## src/rtl/chunked_adder.sv

```systemverilog
// chunked_adder: multi-cycle add/sub that processes CHUNK bits per clock.
// Optional signed saturation on overflow: define CHUNKED_ADDER_SAT_EN.
module chunked_adder #(
    parameter int WIDTH = 16,
    parameter int CHUNK = 4
) (
    input  logic             clk,
    input  logic             rst,
    input  logic             start,
    input  logic             sub,
    input  logic             acc,
    input  logic [WIDTH-1:0] a,
    input  logic [WIDTH-1:0] b,
    output logic             busy,
    output logic             done,
    output logic [WIDTH-1:0] sum,
    output logic             cout,
    output logic             ovf
);

    localparam int NCHUNK = WIDTH / CHUNK;
    localparam int IDXW   = (NCHUNK > 1) ? $clog2(NCHUNK) : 1;
    localparam logic [IDXW-1:0] LAST = IDXW'(NCHUNK - 1);

    typedef enum logic [1:0] {IDLE, RUN, DONE} state_t;

    state_t           state, state_nx;
    logic [WIDTH-1:0] opa, opb;
    logic             carry;
    logic [IDXW-1:0]  idx;
    logic             accept, last;
    logic [CHUNK-1:0] sa, sb;
    logic [CHUNK:0]   ssum;
    logic             ovf_det;
    int               base;

    always_comb begin
        base    = int'(idx) * CHUNK;
        sa      = opa[base +: CHUNK];
        sb      = opb[base +: CHUNK];
        ssum    = {1'b0, sa} + {1'b0, sb} + {{CHUNK{1'b0}}, carry};
        // Result MSB comes from the top bit of the final slice.
        ovf_det = (opa[WIDTH-1] == opb[WIDTH-1]) &&
                  (ssum[CHUNK-1] != opa[WIDTH-1]);
        accept  = start && (state != RUN);
        last    = (idx == LAST);
    end

    always_ff @(posedge clk or posedge rst) begin
        if (rst) state <= IDLE;
        else     state <= state_nx;
    end

    always_comb begin
        state_nx = state;
        busy     = 1'b0;
        done     = 1'b0;
        unique case (state)
            IDLE: if (start) state_nx = RUN;
            RUN: begin
                busy = 1'b1;
                if (last) state_nx = DONE;
            end
            DONE: begin
                done     = 1'b1;
                state_nx = start ? RUN : IDLE;
            end
            default: state_nx = IDLE;
        endcase
    end

    always_ff @(posedge clk or posedge rst) begin
        if (rst) begin
            opa   <= '0;
            opb   <= '0;
            carry <= 1'b0;
            idx   <= '0;
            sum   <= '0;
            cout  <= 1'b0;
            ovf   <= 1'b0;
        end else if (accept) begin
            opa   <= acc ? sum : a;
            opb   <= sub ? ~b : b;
            carry <= sub;
            idx   <= '0;
            cout  <= 1'b0;
            ovf   <= 1'b0;
        end else if (state == RUN) begin
            sum[base +: CHUNK] <= ssum[CHUNK-1:0];
            carry <= ssum[CHUNK];
            idx   <= idx + 1'b1;
            if (last) begin
                cout <= ssum[CHUNK];
                ovf  <= ovf_det;
`ifdef CHUNKED_ADDER_SAT_EN
                if (ovf_det)
                    sum <= opa[WIDTH-1] ? {1'b1, {(WIDTH-1){1'b0}}}
                                        : {1'b0, {(WIDTH-1){1'b1}}};
`else
`endif
            end
        end
    end

endmodule

```

## config.mk

```make
export PLATFORM = sky130hd
export DESIGN_NAME = chunked_adder
export DESIGN_NICKNAME = d
export VERILOG_FILES = /design/src/rtl/chunked_adder.sv
export SDC_FILE = /design/constraint.sdc
export NUM_CORES = 1
export LEC_CHECK = 0
export BUFFER_PORTS_ARGS = -buffer_cell sky130_fd_sc_hd__buf_2
export CAP_MARGIN = 20
export CORE_MARGIN = 2
export CORE_UTILIZATION = 45
export CTS_BUF_LIST = sky130_fd_sc_hd__clkbuf_4
export DETAILED_ROUTE_END_ITERATION = 7
export HOLD_SLACK_MARGIN = 0.06
export PLACE_DENSITY = 0.76
export REMOVE_ABC_BUFFERS = 1
export SYNTH_ARGS = -nofsm -noshare
export SYNTH_HDL_FRONTEND = slang
export SYNTH_SLANG_ARGS = --single-unit
```

## constraint.sdc

```tcl
create_clock -name clk -period 5.8 [get_ports clk]
set_input_delay 0.58 -clock clk [delete_from_list [all_inputs] [get_ports clk]]
set_output_delay 0.58 -clock clk [all_outputs]
set_load 0.005 [all_outputs]
```

==> out/results.ini <==
[outcome]
status=completed

[cts]
cts_root_buf=clkbuf_4
clockBufferDepth=2
cts_tree=yes
clkTransAtPathRegs_ps=150
cts_htree_levels=2
postCtsSetupRepairBufs=0
insertion_delay_ps=390
cts.hold.buffers_added=0
cts_resized=0
clock_sinks=55
tritoncts.num_buffers=5

[yosys]
yosys_warnings=0
synth_top_area_cell=dfrtp_1
synth_ff_type=dfrtp_1
synth_top_area_share_pct=48.39
synth_area_leaders=dfrtp_1 48%, a21oi_1 6.3%, mux4_2 6.3%
netlist_instances=249
synth_edf_count=0
ys_ff_latch=55
synthTopCellsByCount=55 x dfrtp_1, 36 x a21oi_1, 34 x nor2_1, 17 x xnor2_1
async_reset_ff_share_pct=100.0
ys_seq_area_share_pct=48.39
netlist_area_um2=2844
synth_most_common_cell=dfrtp_1
synth.distinct_cells=36
postSynthAreaPerCell_um2=11.42

[drt]
met3_length_um=392
first_iter_violations=149
vias=2054
drt-vias-per-instance=5.463
detail_route.wl_per_cell_um=16.21
drtAntennaViolNets=0
drc_errors=0
routed_wl_um=6094
top_layer=met4
met1_length_um=2864
wl_met2_um=2712
firstDrtPassIters=5

[pwr]
sw_frac_of_total_pct=42.20
ir_worst_vdd_mv=0.2684
p_comb_share_pct=49.7
pwr-share-clk_pct=13.3
intPower_mw=1.128
leakage_nw=1.530
power_density_nw_per_um2=597.8
p_seq_share_pct=37.1
switchingPower_mw=0.8235

[setup_path]
critPathKind=reg2reg
reg2reg_depth=6
crit_arrival_ps=3240
crit_fanout=16
cp_data_required_time_ps=6080
critPathCaptureType=flop
cp-start-kind=flop

[global_routing]
grt_first_pass_wirelength_um=10210
overflow=0
grt_pass1_vias=1978
grt_use_total_pct=18.26
grt_max_degree=65
antenna_found_initial=0

[floorplan]
die_x_um=83.50
row_count=28
die_y_um=83.50
io_pins=57
dieArea_um2=6972
coreArea_um2=6026
start_util_pct=47.20

[sta]
fin_worst_skew_ps=10.07
hold_ws_ps=223.7
final.min_clock_period_ps=2964
min_period_over_period_pct=51.10
fin_tns_setup_ps=0
tightest_slew_ps=814.2
max-slew-margin-rel_pct=44.96
hold_viol_final=0
grt_setup_unrepaired=no
max_freq_mhz=337.4
finalSetupViolCount=0
report.final.slew_viol_count=0

[finish]
diodes=0
stdcell_area_um2=3264
drive_gt1_share_pct=25.91
nets=348
area_delta_synth_final_pct=14.78

[place]
postPlaceCellArea_um2=3139
dpl.hpwl_um=4315
io_buffers=56
routabilityCongestion=0.8360

[flow_run]
drv_cap=0

[hold_path]
hold_path.class=in2async

power by group through the flow:
stage,sequential [mW],combinational (mW),clock (mW)
after floorplan,0.675,0.720,0
after global placement,0.728,0.912,0
after detailed placement,0.728,0.957,0
after CTS,0.721,0.967,0.265
after global routing,0.748,1.08,0.279
final,0.723,0.969,0.259
registers in the layout (all words and copies together), names as in the netlist:
signal  flops
idx         2
state       2
carry       1
opb        16
sum        16
cout        1
opa        16
ovf         1
through the flow:
stage / setup slack (ps) / instances / power, mW / util, %
2_1_floorplan: 3171 / 236 / 1.396 / -
3_3_place_gp: 2977 / 367 / 1.641 / 52.10
3_5_place_dp: 2830 / 367 / 1.686 / 52.10
4_1_cts: 2805 / 375 / 1.953 / 53.84
5_1_grt: 2680 / 376 / 2.103 / 54.17
6_report: 2836 / 376 / 1.951 / 54.17
worst max-delay path, cell delays in order, from the launching register on:
cell     delay [ps]
dfrtp_1         850
mux4_2          620
fa_1            440
fa_1            420
a21o_1          210
a21oi_1         190
o21ai_0         130
kinds of logic (layout without fill, tap and decap cells):
kind of cell               count (synthesis)  in the layout  synth area share [%]
AOI/OAI and AO/OA                         64             64                 14.34
and+or+nand+nor                           58             58                 10.82
DFF                                       55             55                 48.39
muxes                                     24             24                 11.97
buffers and inverters                     19             71                 3.563
xor gates and xnor gates                  18             18                 5.543
adders and majority gates                 11             11                 5.367
metal layers:
metal | GRT usage (%) | up-vias
met5 | 0 | -
met4 | 7.038 | 0
met3 | 3.759 | 12
met2 | 26.91 | 83
met1 | 26.70 | 962
li1 | - | 997
placed cells by master (no fill, tap or decap), types with 6 or more instances in the layout:
master	instances
xnor2_1	17
clkbuf_4	6
mux2i_1	16
dfrtp_1	55
a21oi_1	36
buf_2	56
ha_1	9
mux4_2	8
nor2_1	34
a22o_1	16
area by class of cell:
type	count	area [um2]
clock inverter	2	60.06
timing repair buffer	57	300.3
inverter	6	22.52
clock buffer	6	45.04
tap	75	93.84
fill	534	2761
multi-input combinational	175	1366
sequential	55	1376
path summary, 6_finish.rpt:
| kind | from | end | slack (ps) |
|---|---|---|---|
| max in group asynchronous | rst | sum[15] | 5030 |
| worst max-delay path | idx[0] | cout | 2840 |
| worst max register to register | idx[0] | cout | 2840 |
| min in group clk | start | idx[1] | 420 |
| worst min register to register | opb[4] | opb[4] | 550 |
| worst min-delay path | rst | opb[9] | 220 |
No activity file was read; power rests on OpenSTA's default activity.
